## src/rtl/vec_lsu_n_pkg.sv

```systemverilog
// Shared types for the vector load/store path: operation codes, FSM states and beat helpers.
package vec_mem_types;

    typedef enum logic [1:0] {
        LD_ESC = 2'd0,
        ST_ESC = 2'd1,
        LD_VEC = 2'd2,
        ST_VEC = 2'd3
    } lsu_op_t;

    typedef enum logic [1:0] {
        IDLE = 2'd0,
        REQ  = 2'd1,
        WAIT = 2'd2,
        DONE = 2'd3
    } lsu_state_t;

    function automatic int unsigned beats_of(lsu_op_t op, int unsigned vec_beats);
        return (op == LD_VEC || op == ST_VEC) ? vec_beats : 32'd1;
    endfunction

    function automatic logic is_load(lsu_op_t op);
        return (op == LD_ESC || op == LD_VEC);
    endfunction

    function automatic logic is_vec(lsu_op_t op);
        return (op == LD_VEC || op == ST_VEC);
    endfunction

endpackage

```

## src/rtl/vec_lsu_n_if.sv

```systemverilog
// Request/response and memory-side signals of the vector LSU, bundled with modports.
interface vec_lsu_n_if #(
    parameter int unsigned LANES  = 8,
    parameter int unsigned ELEM_W = 8,
    parameter int unsigned BUS_W  = 32,
    parameter int unsigned ADDR_W = 32
);
    localparam int unsigned VEC_W = LANES * ELEM_W;

    logic              start;
    logic [1:0]        op;
    logic              strided;
    logic [ADDR_W-1:0] base_addr;
    logic [ADDR_W-1:0] stride;
    logic [BUS_W-1:0]  st_data_esc;
    logic [VEC_W-1:0]  st_data_vec;
    logic [BUS_W-1:0]  mem_rd_data;
    logic [ADDR_W-1:0] mem_addr;
    logic [BUS_W-1:0]  mem_wr_data;
    logic              mem_wr_en;
    logic              mem_rd_en;
    logic              busy;
    logic              done;
    logic              err;
    logic [BUS_W-1:0]  ld_data_esc;
    logic [VEC_W-1:0]  ld_data_vec;

    modport slave (
        input  start, op, strided, base_addr, stride, st_data_esc, st_data_vec, mem_rd_data,
        output mem_addr, mem_wr_data, mem_wr_en, mem_rd_en, busy, done, err,
               ld_data_esc, ld_data_vec
    );

    modport master (
        output start, op, strided, base_addr, stride, st_data_esc, st_data_vec, mem_rd_data,
        input  mem_addr, mem_wr_data, mem_wr_en, mem_rd_en, busy, done, err,
               ld_data_esc, ld_data_vec
    );

endinterface

```

## src/rtl/vec_lsu_n_addr_gen.sv

```systemverilog
// Beat address generator: base + idx*step (wrapping), plus word-alignment check.
module lsu_addr_gen #(
    parameter int unsigned ADDR_W = 32,
    parameter int unsigned BUS_W  = 32,
    parameter int unsigned IDX_W  = 1
) (
    input  logic [ADDR_W-1:0] base,
    input  logic [ADDR_W-1:0] stride,
    input  logic              strided,
    input  logic [IDX_W-1:0]  idx,
    output logic [ADDR_W-1:0] addr,
    output logic              misaligned
);
    localparam logic [ADDR_W-1:0] WORD_BYTES = ADDR_W'(BUS_W / 8);
    localparam logic [ADDR_W-1:0] ALIGN_MASK = ADDR_W'(BUS_W / 8 - 1);

    logic [ADDR_W-1:0] step;

    always_comb begin
        step       = strided ? stride : WORD_BYTES;
        addr       = base + step * ADDR_W'(idx);
        misaligned = (|(base & ALIGN_MASK)) | (strided & (|(stride & ALIGN_MASK)));
    end

endmodule

```

## src/rtl/vec_lsu_n.sv

```systemverilog
// Multi-beat scalar/vector load-store unit with start/busy/done handshake.
module vec_lsu_n
    import vec_mem_types::*;
#(
    parameter int unsigned LANES   = 8,
    parameter int unsigned ELEM_W  = 8,
    parameter int unsigned BUS_W   = 32,
    parameter int unsigned ADDR_W  = 32,
    parameter int unsigned MEM_LAT = 1
) (
    input logic        clk,
    input logic        reset,
    vec_lsu_n_if.slave bus
);
    localparam int unsigned VEC_W     = LANES * ELEM_W;
    localparam int unsigned VEC_BEATS = VEC_W / BUS_W;
    localparam int unsigned IDX_W     = (VEC_BEATS > 1) ? $clog2(VEC_BEATS) : 1;
    localparam int unsigned LAT_W     = (MEM_LAT > 1) ? $clog2(MEM_LAT) : 1;
    localparam logic [LAT_W-1:0] LAT_LAST = LAT_W'(MEM_LAT - 1);

    lsu_state_t        state_q, state_d;
    lsu_op_t           op_q, op_d;
    logic              strided_q, strided_d;
    logic [ADDR_W-1:0] base_q, base_d;
    logic [ADDR_W-1:0] stride_q, stride_d;
    logic [BUS_W-1:0]  st_esc_q, st_esc_d;
    logic [VEC_W-1:0]  st_vec_q, st_vec_d;
    logic [IDX_W-1:0]  idx_q, idx_d;
    logic [LAT_W-1:0]  lat_q, lat_d;
    logic              err_q, err_d;
    logic [ADDR_W-1:0] mem_addr_q, mem_addr_d;
    logic [BUS_W-1:0]  mem_wr_data_q, mem_wr_data_d;
    logic [BUS_W-1:0]  ld_esc_q, ld_esc_d;
    logic [VEC_W-1:0]  ld_vec_q, ld_vec_d;

    logic              rd_en, wr_en;
    logic              last_beat;
    logic [BUS_W-1:0]  beat_wr_data;

    logic [ADDR_W-1:0] gen_base, gen_stride, gen_addr;
    logic              gen_strided, gen_misaligned;

    // In IDLE the generator checks the incoming request; afterwards it walks the latched one.
    assign gen_base    = (state_q == IDLE) ? bus.base_addr : base_q;
    assign gen_stride  = (state_q == IDLE) ? bus.stride    : stride_q;
    assign gen_strided = (state_q == IDLE) ? bus.strided   : strided_q;

    lsu_addr_gen #(
        .ADDR_W (ADDR_W),
        .BUS_W  (BUS_W),
        .IDX_W  (IDX_W)
    ) u_addr_gen (
        .base       (gen_base),
        .stride     (gen_stride),
        .strided    (gen_strided),
        .idx        (idx_q),
        .addr       (gen_addr),
        .misaligned (gen_misaligned)
    );

    assign last_beat    = ((32'(idx_q) + 32'd1) == beats_of(op_q, VEC_BEATS));
    assign beat_wr_data = is_vec(op_q) ? st_vec_q[32'(idx_q) * BUS_W +: BUS_W] : st_esc_q;

    always_comb begin
        state_d       = state_q;
        op_d          = op_q;
        strided_d     = strided_q;
        base_d        = base_q;
        stride_d      = stride_q;
        st_esc_d      = st_esc_q;
        st_vec_d      = st_vec_q;
        idx_d         = idx_q;
        lat_d         = lat_q;
        err_d         = err_q;
        mem_addr_d    = mem_addr_q;
        mem_wr_data_d = mem_wr_data_q;
        ld_esc_d      = ld_esc_q;
        ld_vec_d      = ld_vec_q;
        rd_en         = 1'b0;
        wr_en         = 1'b0;

        unique case (state_q)
            IDLE: begin
                if (bus.start) begin
                    op_d      = lsu_op_t'(bus.op);
                    strided_d = bus.strided;
                    base_d    = bus.base_addr;
                    stride_d  = bus.stride;
                    st_esc_d  = bus.st_data_esc;
                    st_vec_d  = bus.st_data_vec;
                    idx_d     = '0;
                    lat_d     = '0;
                    err_d     = gen_misaligned;
                    state_d   = gen_misaligned ? DONE : REQ;
                end
            end
            REQ: begin
                mem_addr_d = gen_addr;
                if (is_load(op_q)) begin
                    rd_en   = 1'b1;
                    lat_d   = '0;
                    state_d = WAIT;
                end else begin
                    wr_en         = 1'b1;
                    mem_wr_data_d = beat_wr_data;
                    idx_d         = idx_q + IDX_W'(1);
                    if (last_beat) begin
                        state_d = DONE;
                    end
                end
            end
            WAIT: begin
                if (lat_q == LAT_LAST) begin
                    if (is_vec(op_q)) begin
                        ld_vec_d[32'(idx_q) * BUS_W +: BUS_W] = bus.mem_rd_data;
                    end else begin
                        ld_esc_d = bus.mem_rd_data;
                    end
                    idx_d   = idx_q + IDX_W'(1);
                    state_d = last_beat ? DONE : REQ;
                end else begin
                    lat_d = lat_q + LAT_W'(1);
                end
            end
            DONE: begin
                state_d = IDLE;
            end
        endcase
    end

    always_ff @(posedge clk) begin
        if (!reset) begin
            state_q       <= IDLE;
            op_q          <= LD_ESC;
            strided_q     <= 1'b0;
            base_q        <= '0;
            stride_q      <= '0;
            st_esc_q      <= '0;
            st_vec_q      <= '0;
            idx_q         <= '0;
            lat_q         <= '0;
            err_q         <= 1'b0;
            mem_addr_q    <= '0;
            mem_wr_data_q <= '0;
            ld_esc_q      <= '0;
            ld_vec_q      <= '0;
        end else begin
            state_q       <= state_d;
            op_q          <= op_d;
            strided_q     <= strided_d;
            base_q        <= base_d;
            stride_q      <= stride_d;
            st_esc_q      <= st_esc_d;
            st_vec_q      <= st_vec_d;
            idx_q         <= idx_d;
            lat_q         <= lat_d;
            err_q         <= err_d;
            mem_addr_q    <= mem_addr_d;
            mem_wr_data_q <= mem_wr_data_d;
            ld_esc_q      <= ld_esc_d;
            ld_vec_q      <= ld_vec_d;
        end
    end

    // Address/data are live in REQ and otherwise show the last issued beat.
    assign bus.mem_addr    = (state_q == REQ) ? gen_addr : mem_addr_q;
    assign bus.mem_wr_data = wr_en ? beat_wr_data : mem_wr_data_q;
    assign bus.mem_wr_en   = wr_en;
    assign bus.mem_rd_en   = rd_en;
    assign bus.busy        = (state_q != IDLE);
    assign bus.done        = (state_q == DONE);
    assign bus.err         = (state_q == DONE) & err_q;
    assign bus.ld_data_esc = ld_esc_q;
    assign bus.ld_data_vec = ld_vec_q;

endmodule
```

## src/flat_wrapper.sv

```systemverilog
// flat-port wrapper written by rule: the top's interface ports become plain ports
module vec_lsu_n_flat import vec_mem_types::*;
#(
    parameter int unsigned LANES   = 8,
    parameter int unsigned ELEM_W  = 8,
    parameter int unsigned BUS_W   = 32,
    parameter int unsigned ADDR_W  = 32,
    parameter int unsigned MEM_LAT = 1
)
  (clk, reset, bus_start, bus_op, bus_strided, bus_base_addr, bus_stride, bus_st_data_esc, bus_st_data_vec, bus_mem_rd_data, bus_mem_addr, bus_mem_wr_data, bus_mem_wr_en, bus_mem_rd_en, bus_busy, bus_done, bus_err, bus_ld_data_esc, bus_ld_data_vec);
  vec_lsu_n_if #(.LANES(LANES), .ELEM_W(ELEM_W), .BUS_W(BUS_W), .ADDR_W(ADDR_W)) bus_i ();
  input logic clk;
  input logic reset;
  input wire logic [$bits(bus_i.start)-1:0] bus_start;
  input wire logic [$bits(bus_i.op)-1:0] bus_op;
  input wire logic [$bits(bus_i.strided)-1:0] bus_strided;
  input wire logic [$bits(bus_i.base_addr)-1:0] bus_base_addr;
  input wire logic [$bits(bus_i.stride)-1:0] bus_stride;
  input wire logic [$bits(bus_i.st_data_esc)-1:0] bus_st_data_esc;
  input wire logic [$bits(bus_i.st_data_vec)-1:0] bus_st_data_vec;
  input wire logic [$bits(bus_i.mem_rd_data)-1:0] bus_mem_rd_data;
  output wire logic [$bits(bus_i.mem_addr)-1:0] bus_mem_addr;
  output wire logic [$bits(bus_i.mem_wr_data)-1:0] bus_mem_wr_data;
  output wire logic [$bits(bus_i.mem_wr_en)-1:0] bus_mem_wr_en;
  output wire logic [$bits(bus_i.mem_rd_en)-1:0] bus_mem_rd_en;
  output wire logic [$bits(bus_i.busy)-1:0] bus_busy;
  output wire logic [$bits(bus_i.done)-1:0] bus_done;
  output wire logic [$bits(bus_i.err)-1:0] bus_err;
  output wire logic [$bits(bus_i.ld_data_esc)-1:0] bus_ld_data_esc;
  output wire logic [$bits(bus_i.ld_data_vec)-1:0] bus_ld_data_vec;
  assign bus_i.start = bus_start;
  assign bus_i.op = bus_op;
  assign bus_i.strided = bus_strided;
  assign bus_i.base_addr = bus_base_addr;
  assign bus_i.stride = bus_stride;
  assign bus_i.st_data_esc = bus_st_data_esc;
  assign bus_i.st_data_vec = bus_st_data_vec;
  assign bus_i.mem_rd_data = bus_mem_rd_data;
  assign bus_mem_addr = bus_i.mem_addr;
  assign bus_mem_wr_data = bus_i.mem_wr_data;
  assign bus_mem_wr_en = bus_i.mem_wr_en;
  assign bus_mem_rd_en = bus_i.mem_rd_en;
  assign bus_busy = bus_i.busy;
  assign bus_done = bus_i.done;
  assign bus_err = bus_i.err;
  assign bus_ld_data_esc = bus_i.ld_data_esc;
  assign bus_ld_data_vec = bus_i.ld_data_vec;
  vec_lsu_n #(.LANES(LANES), .ELEM_W(ELEM_W), .BUS_W(BUS_W), .ADDR_W(ADDR_W), .MEM_LAT(MEM_LAT)) u_core (.clk(clk), .reset(reset), .bus(bus_i));
endmodule
```

## config.mk

```make
export PLATFORM = sky130hd
export DESIGN_NAME = vec_lsu_n_flat
export DESIGN_NICKNAME = d
export VERILOG_FILES = /design/src/rtl/vec_lsu_n_pkg.sv /design/src/rtl/vec_lsu_n_if.sv /design/src/rtl/vec_lsu_n_addr_gen.sv /design/src/rtl/vec_lsu_n.sv /design/src/flat_wrapper.sv
export SDC_FILE = /design/constraint.sdc
export NUM_CORES = 1
export LEC_CHECK = 0
export CAP_MARGIN = 0
export CORE_ASPECT_RATIO = 1.75
export CORE_MARGIN = 4
export CORE_UTILIZATION = 56
export CTS_BUF_LIST = sky130_fd_sc_hd__clkbuf_8
export CTS_CLUSTER_SIZE = 40
export DETAILED_ROUTE_END_ITERATION = 8
export PLACE_DENSITY = 0.88
export RECOVER_POWER = 50
export SYNTH_ARGS = -nofsm -noshare
export SYNTH_HDL_FRONTEND = slang
export SYNTH_HIERARCHICAL = 1
export SYNTH_SLANG_ARGS = --single-unit
```

## constraint.sdc

```tcl
create_clock -name clk -period 11.1 [get_ports clk]
set_clock_uncertainty 0.05 [all_clocks]
set_input_delay 1.665 -clock clk [delete_from_list [all_inputs] [get_ports clk]]
set_output_delay 1.665 -clock clk [all_outputs]
set_load 0.02 [all_outputs]
```

---- Word level (Yosys, flattened, before mapping) ----
Cells that the tools add are included.
word-level totals
  register bits ........................... 328
  input port bits ......................... 198
  output and inout port bits .............. 165
  logic and storage cells ................. 82
operators by class
  $add $sub $neg .......................... 5
  $mul .................................... 1
  equality and inequality tests ........... 11
  shift-type cells ........................ 3
  mux-type cells .......................... 27
  bitwise operators ....................... 6
  reductions and logical operators ........ 15
operators with widths
  cell                      number
  $mux 32                   6
  $bwmux 64                 1
  $shift 32x34->64 const A  1
  $shiftx 32x34->64         1
  $shiftx 64x7->32          1
  $neg 6->34                1
  $add 32x32->32            1
  $eq 32x32->1              1
  $mul 32x1->32             1
  $mux 2                    7
  $reduce_and 3->1          4
  $mux 1                    10
  $eq 2x2->1 const B        4
  $pmux 2 s4                1
  $ne 2x2->1 const B        3
  $pmux 1 s3                2
  $logic_not 2->1           2
  $reduce_and 2->1          2
  $reduce_and 4->1          1
  $reduce_or 2->1           2
  $ne 3x1->1 const B        1
  $not 1->1                 3
  $reduce_bool 3->1         1
  $add 1x1->1 const B       2
  7 further kinds           9

---- Longest topological paths before layout ----
Gate-level depths: netlist (run 1).
  depth in word-level cells ............... 8
  mapped depth ............................ 17
  gate-level depth less buffers ........... 14

---- Hierarchy ----
Netlist (run 1), hierarchy kept.
by module, submodules not included
  module        instances  cells each  area an instance (um2)  sequential area each (um2)
  vec_lsu_n     1          1589        13421.6                 6546.3
  lsu_addr_gen  1          297         2070.7                  0.0

---- Worst setup path after synthesis (run 1) ----
OpenSTA, ideal clock, no wires.
  path kind ............................... input to output
  from .................................... input port bus_strided
  to ...................................... output port bus_mem_addr[22]
  arrival time ............................ 4.560 ns
  required time ........................... 9.385 ns
  path slack .............................. 4.825 ns
  stages .................................. 12
  buffers on the path ..................... 1
  path through ............................ mux2_2 > clkbuf_1 > and3_1 > ha_1 > fa_1 > a21o_1 > a221oi_1 > nand4_1 > a41oi_2 > o311ai_1 > xor2_1 > mux2_1
on the way
  cells in the longest elaborated chain, start to end .. 5
RTL lines
  item                           RTL line                  RTL
  from (decl)                    flat_wrapper.sv:16        input wire logic [$bits(bus_i.strided)-1:0] bus_strided;
  $mux 1                         vec_lsu_n.sv:46           assign gen_strided = (state_q == IDLE) ? bus.strided : strided_q;
  $mux 32                        vec_lsu_n_addr_gen.sv:20  step = strided ? stride : WORD_BYTES;
  $mul 32x1->32                  vec_lsu_n_addr_gen.sv:21  addr = base + step * ADDR_W'(idx);
  $add 32x32->32                 vec_lsu_n_addr_gen.sv:21
  named net u_core.gen_addr[22]  vec_lsu_n.sv:40           logic [ADDR_W-1:0] gen_base, gen_stride, gen_addr;
  $mux 32                        n/a
  to (decl)                      flat_wrapper.sv:22        output wire logic [$bits(bus_i.mem_addr)-1:0] bus_mem_addr;
The timed path passes the listed nets, and every way through them passes these cells.

==> flow_summary.json, run 1 <==
{
  "cap_violations": 4,
  "syn_avg_cell_area_um2": 8.21,
  "powerDensity_mw_per_mm2": 193,
  "hold_buffers": 0,
  "grt_max_degree": 173,
  "synth_top_area_cell": "dfxtp_1",
  "period_share_pct": 78.9,
  "synth_top_family_by_area": "simple AND/OR/NAND/NOR gates",
  "synth_most_common_cell": "nand2_1",
  "worst_slew_pin_slew_ns": 4.86,
  "hold_violations": 0,
  "critPathMaxFanout": 172,
  "synthAdderAreaFrac_pct": 3.04,
  "synth_common_cells": "nand2_1 (547), dfxtp_1 (327), a21oi_1 (297)",
  "clk_latency_ns": 0.58,
  "dpl.hpwl_um": 32200,
  "rr_startpoint": "u_core/state_q[1]",
  "cts_setup_buffers": 0,
  "relSlewSlack_pct": -224,
  "r2r_cells": 7,
  "final-setup-viol-count": 0,
  "fin_crit_ns": 8.75,
  "crit_type": "in -> reg",
  "fillCellCount": 1985,
  "cp_slowest_cell": "inv_1",
  "multi_input_area_mm2": 0.00826,
  "synthMuxAreaShare_pct": 9.26,
  "max_freq_mhz": 114,
  "clockBufferDepth": 3,
  "coreArea_mm2": 0.0273,
  "violations": "max-capacitance violations, max-slew violations",
  "path_clk_slew_ns": 0.06,
  "async_flop_share_pct": 0,
  "rows": 80,
  "synth_xor_area_share_pct": 1.70,
  "yosys_warnings": 6,
  "syn_area_mm2": 0.0155,
  "drtIter0Drc": 802,
  "grt_pass1_vias": 14900,
  "vias_per_cell": 5.66,
  "cp.required_ns": 11.51,
  "regArea_mm2": 0.00655,
  "htree_levels": 2,
  "die-area_mm2": 0.0305,
  "synth-simple-area-share_pct": 21.3,
  "first_pass_iters": 7,
  "crit_chain": "buf_2, clkbuf_1, inv_1, buf_4, a221o_1, o32ai_1",
  "critPathMaxStageDelay_ns": 3.16,
  "start_util_pct": 56.7,
  "drive_gt1_share_pct": 8.98,
  "areaGrowthSynthToFinish_pct": 29.6,
  "status": "finished, violations left",
  "startpoint_type": "input port",
  "max-vdd-ir-drop_mv": 0.142,
  "gp_congestion": 0.937,
  "fin_nets": 2406,
  "maxSlewViolCount": 342,
  "synth_edf_count": 0,
  "cts_root_buf": "clkbuf_8",
  "yosysTopAreaCellShare_pct": 42.3,
  "cts_resized": 0,
  "design_area_mm2": 0.0201,
  "place_area_mm2": 0.0190,
  "leakagePower_nw": 7.94,
  "grt_pass1_wl_um": 73200,
  "synth-seq-cells": 327,
  "rsz0062_at_grt": "false",
  "wl_um": 46300,
  "min_path_cells": 2,
  "hp-class": "reg -> reg",
  "overflow": 0,
  "seq_area_frac_synth_pct": 42.3,
  "vias": 14600,
  "postSynthCellCount": 1886,
  "die_x_um": 134,
  "hold_path_startpoint": "u_core/stride_q[0]",
  "ys.flop_type": "dfxtp_1",
  "antenna_found_initial": 2,
  "grt_usage_pct": 29.1,
  "ant_nets": 0,
  "cts_tree": "yes",
  "cp-startpoint": "reset",
  "drc": 0,
  "num_io_pins": 363,
  "clock-sinks": 327,
  "cts_buffers": 47,
  "synth_fp_nets": 2121,
  "synth_compound_area_share_pct": 17.9,
  "die_h_um": 228,
  "synthTopCellsByArea": "dfxtp_1 (42%), nand2_1 (13%), a21oi_1 (9.6%)",
  "wire_per_inst_um": 18.0,
  "port_buffers": 362,
  "timing.setup.tns_ns": 0,
  "worstPathArrival_ns": 9.17,
  "endpoint_kind": "flop",
  "synth_cell_types": 69
}
[layout by cell type, fill, tap and decap left out, types with 7 or more instances in the layout]
cell type / instances
nand2_1: 545
dfxtp_1: 325
a21oi_1: 297
clkdlybuf4s50_1: 264
dlygate4sd3_1: 97
mux2_2: 66
clkbuf_8: 57
nor2_1: 45
and2_1: 40
ha_1: 35
o21a_1: 34
mux2i_1: 33
and3_1: 33
or2_1: 32
mux2_1: 32
a211oi_2: 30
and2_0: 28
inv_1: 21
o21ai_0: 21
xnor2_1: 20
a211oi_1: 12
nand3_1: 12
buf_4: 11
xor2_1: 10
a21o_1: 7
[stage by stage]
step	hold WS, ns	setup slack [ns]	instances	total power [mW]	utilization, %
final	0.401	2.35	2575	3.87	73.5
after global routing	0.414	1.75	2575	4.07	73.5
after CTS	0.404	3.44	2574	3.89	73.5
after detailed placement	0.394	3.46	2491	2.84	69.7
after global placement	0.389	3.54	2491	2.79	69.7
after floorplan	0.382	4.83	1886	2.39	-
[layout make-up]
class | count | area share [%]
Clock buffer | 57 | 3.91
Antenna cell | 1 | 0.0125
Timing Repair Buffer | 375 | 18.5
Sequential cell | 327 | 32.6
Multi-Input combinational cell | 1408 | 41.1
Clock inverter | 26 | 1.30
Inverter | 12 | 0.224
Tap cell | 369 | 2.30
[flip-flops by register name (all words and copies together) (netlist names)]
register and count:
u_core/mem_addr_q 32, u_core/op_q 2, u_core/st_vec_q 64, u_core/strided_q 1, u_core/err_q 1, u_core/bus.ld_data_vec 64
u_core/state_q 2, u_core/st_esc_q 32, u_core/bus.ld_data_esc 32, u_core/stride_q 32, u_core/mem_wr_data_q 32, u_core/base_q 32
u_core/idx_q 1
[worst max-delay path: cells and delay by family]
kind,cells,cell delay (ns)
buf+inv,4,6.90
compound gates,2,0.53
[cell families (layout without fill, tap and decap cells)]
| group | after synthesis | in the layout |
|---|---|---|
| AND/OR/NAND/NOR | 764 | 764 |
| adder cells (fa/ha/maj) | 37 | 37 |
| XOR/XNOR | 30 | 30 |
| other | 0 | 1 |
| flip-flops | 327 | 327 |
| AO/OA/AOI/OAI | 446 | 446 |
| buffers and inverters | 151 | 470 |
| multiplexers | 131 | 131 |
[power by group]
part           total (mW)  switching [mW]  internal [mW]  leakage (nW)
logic                1.40           0.820          0.579          4.72
clock network        1.05           0.464          0.585         0.563
registers            1.42          0.0919           1.33          2.66
total                3.87            1.38           2.49          7.94
[final timing paths]
kind	slack [ns]	to
setup / recovery	2.35	u_core/state_q[1]
hold / removal	0.40	u_core/stride_q[0]
setup reg to reg	6.22	u_core/state_q[1]
hold reg to reg	0.40	u_core/stride_q[0]
[routing by layer]
metal	wire [um]	vias to the layer above	track usage [%]
met1	16200	6816	29.2
met3	3280	181	6.97
met2	24000	626	53.6
li1	-	6940	-
met4	2850	2	17.1
met5	13	-	0
No activity file was read; power rests on OpenSTA's default activity.
==> inputs of run 2 (changes only) <==
--- a/config.mk
+++ b/config.mk
@@ -8,11 +8,11 @@
 export CAP_MARGIN = 0
 export CORE_ASPECT_RATIO = 1.75
 export CORE_MARGIN = 4
-export CORE_UTILIZATION = 56
+export CORE_UTILIZATION = 52
 export CTS_BUF_LIST = sky130_fd_sc_hd__clkbuf_8
 export CTS_CLUSTER_SIZE = 40
 export DETAILED_ROUTE_END_ITERATION = 8
-export PLACE_DENSITY = 0.88
+export PLACE_DENSITY = 0.83
 export RECOVER_POWER = 50
 export SYNTH_ARGS = -nofsm -noshare
 export SYNTH_HDL_FRONTEND = slang
==> constraint.sdc (replaced) <==
create_clock -name clk -period 8.1 [get_ports clk]
set_clock_uncertainty 0.05 [all_clocks]
set_input_delay 1.215 -clock clk [delete_from_list [all_inputs] [get_ports clk]]
set_output_delay 1.215 -clock clk [all_outputs]
set_load 0.02 [all_outputs]
==> run 2 against run 1 <==
Net effect: the flow still finishes with violations (max-capacitance violations, max-slew violations); non-clock buffer count unchanged; first-iteration DRC count up 7.6%; sequential share of layout area up 0.17 points; sequential cell count unchanged; total power up 33%; count of clock-buffer cells in the layout down 1; wire length down 0.41%; cell count up 0.50%; worst setup slack worse by 1.2 ns; largest cell class unchanged; worst hold slack worse by 0.0024 ns; final area down 0.52%; die area up 7.3%.
==> flow_summary.json, run 2 (synthesis gave the netlist of run 1 again) <==
{
  "period_share_pct": 86.0,
  "maxSlewViolCount": 183,
  "grt_usage_pct": 26.5,
  "rows": 83,
  "cap_violations": 2,
  "hold_violations": 0,
  "vias": 14300,
  "wire_per_inst_um": 17.8,
  "grt_max_degree": 150,
  "critPathMaxStageDelay_ns": 0.62,
  "hp-class": "reg -> reg",
  "regArea_mm2": 0.00655,
  "rsz0062_at_grt": "false",
  "leakagePower_nw": 7.94,
  "status": "finished, violations left",
  "powerDensity_mw_per_mm2": 257,
  "coreArea_mm2": 0.0294,
  "path_clk_slew_ns": 0.06,
  "cp.required_ns": 6.84,
  "final-setup-viol-count": 0,
  "clock-sinks": 327,
  "areaGrowthSynthToFinish_pct": 28.9,
  "violations": "max-capacitance violations, max-slew violations",
  "cp_slowest_cell": "clkdlybuf4s50_1",
  "vias_per_cell": 5.53,
  "die_h_um": 236,
  "timing.setup.tns_ns": 0,
  "port_buffers": 362,
  "fin_total_pwr_mw": 5.14,
  "hold_buffers": 0,
  "layout_common_cells": "nand2_1 (545), dfxtp_1 (325), a21oi_1 (297), clkdlybuf4s50_1 (264), dlygate4sd3_1 (97)",
  "antenna_found_initial": 3,
  "drc": 0,
  "grt_pass1_vias": 14200,
  "cts_resized": 0,
  "cts_tree": "yes",
  "drive_gt1_share_pct": 8.67,
  "timing.critical_path.buf_inv": 5,
  "cts_setup_buffers": 0,
  "grt_pass1_wl_um": 71800,
  "start_util_pct": 52.7,
  "htree_levels": 2,
  "critPathMaxFanout": 37,
  "cts_buffers": 47,
  "clk_latency_ns": 0.58,
  "startpoint_type": "flop",
  "crit_type": "reg -> out",
  "max-vdd-ir-drop_mv": 0.199,
  "drtIter0Drc": 863,
  "fillCellCount": 2437,
  "final_common_cell": "nand2_1",
  "die-area_mm2": 0.0327,
  "die_x_um": 138,
  "relSlewSlack_pct": -127,
  "fin_nets": 2406,
  "worst_slew_pin_slew_ns": 3.40,
  "crit_family": "buffers and inverters",
  "num_io_pins": 363,
  "wl_um": 46100,
  "gp_congestion": 0.913,
  "crit_chain": "inv_1, ha_2, buf_4, buf_4, mux2_2, and3_1, ha_1, inv_1, or2_2, or3_1, a31oi_1, a211oi_1, nor3b_1, mux2_1, clkdlybuf4s50_1",
  "dpl.hpwl_um": 31600,
  "overflow": 0,
  "ant_nets": 0,
  "worstPathArrival_ns": 5.70,
  "endpoint_kind": "output pin",
  "fin_crit_ns": 6.97,
  "multi_input_area_mm2": 0.00826,
  "first_pass_iters": 6,
  "cts_root_buf": "clkbuf_8",
  "clockBufferDepth": 3,
  "max_freq_mhz": 144
}
[run 2: final timing paths]
| check | from | end | slack [ns] | cells after the start |
|---|---|---|---|---|
| max | u_core/state_q[1] | bus_mem_addr[30] | 1.13 | 15 |
| min | u_core/bus.ld_data_vec[30] | u_core/bus.ld_data_vec[30] | 0.40 | 2 |
| max reg2reg | u_core/state_q[1] | u_core/mem_addr_q[26] | 3.24 | 15 |
| min reg2reg | u_core/bus.ld_data_vec[30] | u_core/bus.ld_data_vec[30] | 0.40 | 2 |
[run 2: final cells by class]
| class | instances | area share (%) |
|---|---|---|
| repair buffers | 375 | 18.6 |
| inverters | 12 | 0.263 |
| flip-flops and latches | 327 | 32.8 |
| multi-input cells | 1408 | 41.4 |
| clock inverters | 25 | 0.683 |
| diodes | 3 | 0.0376 |
| well taps | 382 | 2.39 |
| clock buffers | 56 | 3.86 |
[run 2: metal layers]
| layer | up-vias | track usage, % | share of wire, % |
|---|---|---|---|
| met1 | 6688 | 27.8 | 36 |
| met2 | 549 | 48.9 | 52 |
| met3 | 130 | 5.56 | 6.4 |
| met5 | - | 0 | 0 |
| li1 | 6934 | - | - |
| met4 | 0 | 14.7 | 5.3 |
[run 2: worst reg2reg max path, delay by kind of cell (launching register included)]
kind	cells	cell delay (ns)
mux	2	0.78
compound gates	2	0.55
buf+inv	4	1.18
xor+xnor	1	0.16
simple gates	4	1.05
flops	1	0.35
fa+ha+maj	2	0.59
[run 2: power by group]
group	leakage, nW	switching [mW]	internal (mW)
logic	4.75	1.08	0.791
registers	2.66	0.172	1.82
clock network	0.529	0.620	0.657
total	7.94	1.87	3.27
[run 2: metrics by stage]
stage	util (%)	worst slack, ns	instance area, um2	std cells	hold WS, ns
3_3_place_gp	64.9	1.43	19100	2504	0.389
4_1_cts	67.9	1.18	20000	2585	0.403
3_5_place_dp	64.9	1.34	19100	2504	0.394
6_report	67.9	1.13	20000	2588	0.399
2_1_floorplan	-	2.73	15500	1886	0.382
5_1_grt	67.9	0.996	20000	2588	0.415
==> inputs of run 3 (changes only) <==
--- a/config.mk
+++ b/config.mk
@@ -6,7 +6,6 @@
 export NUM_CORES = 1
 export LEC_CHECK = 0
 export CAP_MARGIN = 0
-export CORE_ASPECT_RATIO = 1.75
 export CORE_MARGIN = 4
 export CORE_UTILIZATION = 52
 export CTS_BUF_LIST = sky130_fd_sc_hd__clkbuf_8
@@ -18,3 +17,4 @@
 export SYNTH_HDL_FRONTEND = slang
 export SYNTH_HIERARCHICAL = 1
 export SYNTH_SLANG_ARGS = --single-unit
+export TNS_END_PERCENT = 20
==> run 3 against run 2 <==
Net effect: the run still ends with max-capacitance violations, max-slew violations left; wire length up 0.42%; global-route usage up 0.31 points; clock power up 9%; via count up 0.50%; first-iteration DRC count up 31%; critical path type is now in -> out.
==> flow_summary.json, run 3 (synthesis gave the netlist of run 1 again) <==
{
  "fin_nets": 2415,
  "endpoint_kind": "output pin",
  "wire_per_inst_um": 17.8,
  "coreArea_mm2": 0.0290,
  "maxSlewViolCount": 211,
  "ant_nets": 0,
  "num_io_pins": 363,
  "critPathMaxFanout": 33,
  "die-area_mm2": 0.0326,
  "antenna_found_initial": 7,
  "place_area_mm2": 0.0191,
  "violations": "max-capacitance violations, max-slew violations",
  "final_common_cell": "nand2_1",
  "drc": 0,
  "rows": 62,
  "final-setup-viol-count": 0,
  "critPathMaxStageDelay_ns": 0.55,
  "grt_pass1_wl_um": 73600,
  "hp-class": "reg -> reg",
  "overflow": 0,
  "clock-sinks": 327,
  "clockBufferDepth": 3,
  "cap_violations": 3,
  "timing.setup.tns_ns": 0,
  "cts_buffers": 54,
  "grt_max_degree": 189,
  "rsz0062_at_grt": "false",
  "areaGrowthSynthToFinish_pct": 29.9,
  "grt_usage_pct": 26.9,
  "worst_slew_pin_slew_ns": 3.53,
  "htree_levels": 2,
  "start_util_pct": 53.4,
  "dpl.hpwl_um": 31700,
  "detailedPlace.worstSlack_ns": 1.33,
  "wl_um": 46300,
  "fillCellCount": 2293,
  "r2r_slack_ns": 3.30,
  "clk_latency_ns": 0.59,
  "cp.required_ns": 6.84,
  "crit_type": "in -> out",
  "grt_pass1_vias": 14200,
  "layout_common_cells": "nand2_1 (545), dfxtp_1 (325), a21oi_1 (297), clkdlybuf4s50_1 (264), dlygate4sd3_1 (97)",
  "vias": 14400,
  "hold_buffers": 0,
  "drtIter0Drc": 1129,
  "die_x_um": 181,
  "cts_tree": "yes",
  "worst_hold_path.endpoint": "u_core/bus.ld_data_esc[31]",
  "first_pass_iters": 5,
  "hold_path_startpoint": "u_core/bus.ld_data_esc[31]",
  "cts_setup_buffers": 0,
  "leakagePower_nw": 8.02,
  "worstPathArrival_ns": 5.64,
  "cp_slowest_cell": "clkdlybuf4s50_1",
  "max_freq_mhz": 145,
  "port_buffers": 362,
  "die_h_um": 181,
  "vias_per_cell": 5.51,
  "r2r_cells": 14,
  "hold_violations": 0,
  "gp_congestion": 0.929,
  "powerDensity_mw_per_mm2": 261,
  "cts_root_buf": "clkbuf_8",
  "path_clk_slew_ns": 0.06,
  "design_area_mm2": 0.0201,
  "relSlewSlack_pct": -135,
  "fin_ws_ns": 1.20,
  "fin_crit_ns": 6.90,
  "regToRegEndpoint": "u_core/mem_addr_q[30]",
  "status": "finished, violations left",
  "max-vdd-ir-drop_mv": 0.160,
  "startpoint_type": "input port",
  "period_share_pct": 85.2,
  "min_path_cells": 2,
  "cts_resized": 0,
  "crit_top_cell": "clkdlybuf4s50_1",
  "rr_startpoint": "u_core/state_q[0]",
  "crit_chain": "clkdlybuf4s50_1, mux2_2, and3_1, ha_1, fa_1, a21o_1, a221oi_1, nand4_1, a41oi_2, o311ai_1, xor2_1, mux2_1, clkdlybuf4s50_1",
  "drive_gt1_share_pct": 9.10
}
==> run 3: changes by cell type in the layout (fill, tap and decap cells not counted), sizes merged <==
cell and delta:
clkbuf +9, clkinv +4, inv +4, buf +1, clkinvlp -1
==> run 3: critical path: cells and delay by family <==
family,cells,cell delay (ns)
AOI/OAI and AO/OA,4,1.23
muxes,2,0.85
and+or+nand+nor,2,0.55
buffers and inverters,2,0.97
adders and majority gates,2,0.63
xor gates and xnor gates,1,0.19
==> run 3: worst max path at each step <==
stage	start	end
after global placement	bus_strided	bus_mem_addr[22]
after floorplan	bus_strided	bus_mem_addr[22]
after CTS	bus_strided	bus_mem_addr[22]
after detailed placement	bus_strided	bus_mem_addr[22]
final	bus_strided	bus_mem_addr[22]
after global routing	u_core/state_q[0]	bus_mem_addr[22]
==> run 3: cell type report <==
type                       count  area [um2]  area share, %
antenna                        3        7.51         0.0373
clock buffer                  64         881           4.38
clock inverter                32         166          0.827
inverter                      12        52.6          0.261
multi-input combinational   1408        8270           41.1
sequential                   327        6550           32.5
tap                          384         480           2.39
timing repair buffer         377        3720           18.5
==> run 3: power breakdown <==
group	leakage [nW]	switching, mW	internal (mW)
registers	2.66	0.130	1.82
logic	4.73	1.12	0.796
clock network	0.625	0.654	0.746
==> run 3: metal layers <==
metal  up-vias  global-route usage, %  share of wire (%)  wire length [um]
met5         -                      0              0.093                43
met3       116                   6.88                8.1              3760
met4         8                   9.71                3.4              1600
li1       6978                      -                  -                 -
met2       574                   45.6                 48             22000
met1      6697                   33.1                 41             18900
==> run 3: through the flow <==
stage               std cells  hold WS (ns)  total power [mW]  util (%)
finish                   2607         0.399              5.26      69.4
detailed placement       2508         0.396              3.90      65.8
floorplan                1886         0.382              3.28         -
global route             2607         0.414              5.54      69.4
CTS                      2604         0.404              5.30      69.4
global placement         2508         0.389              3.85      65.8
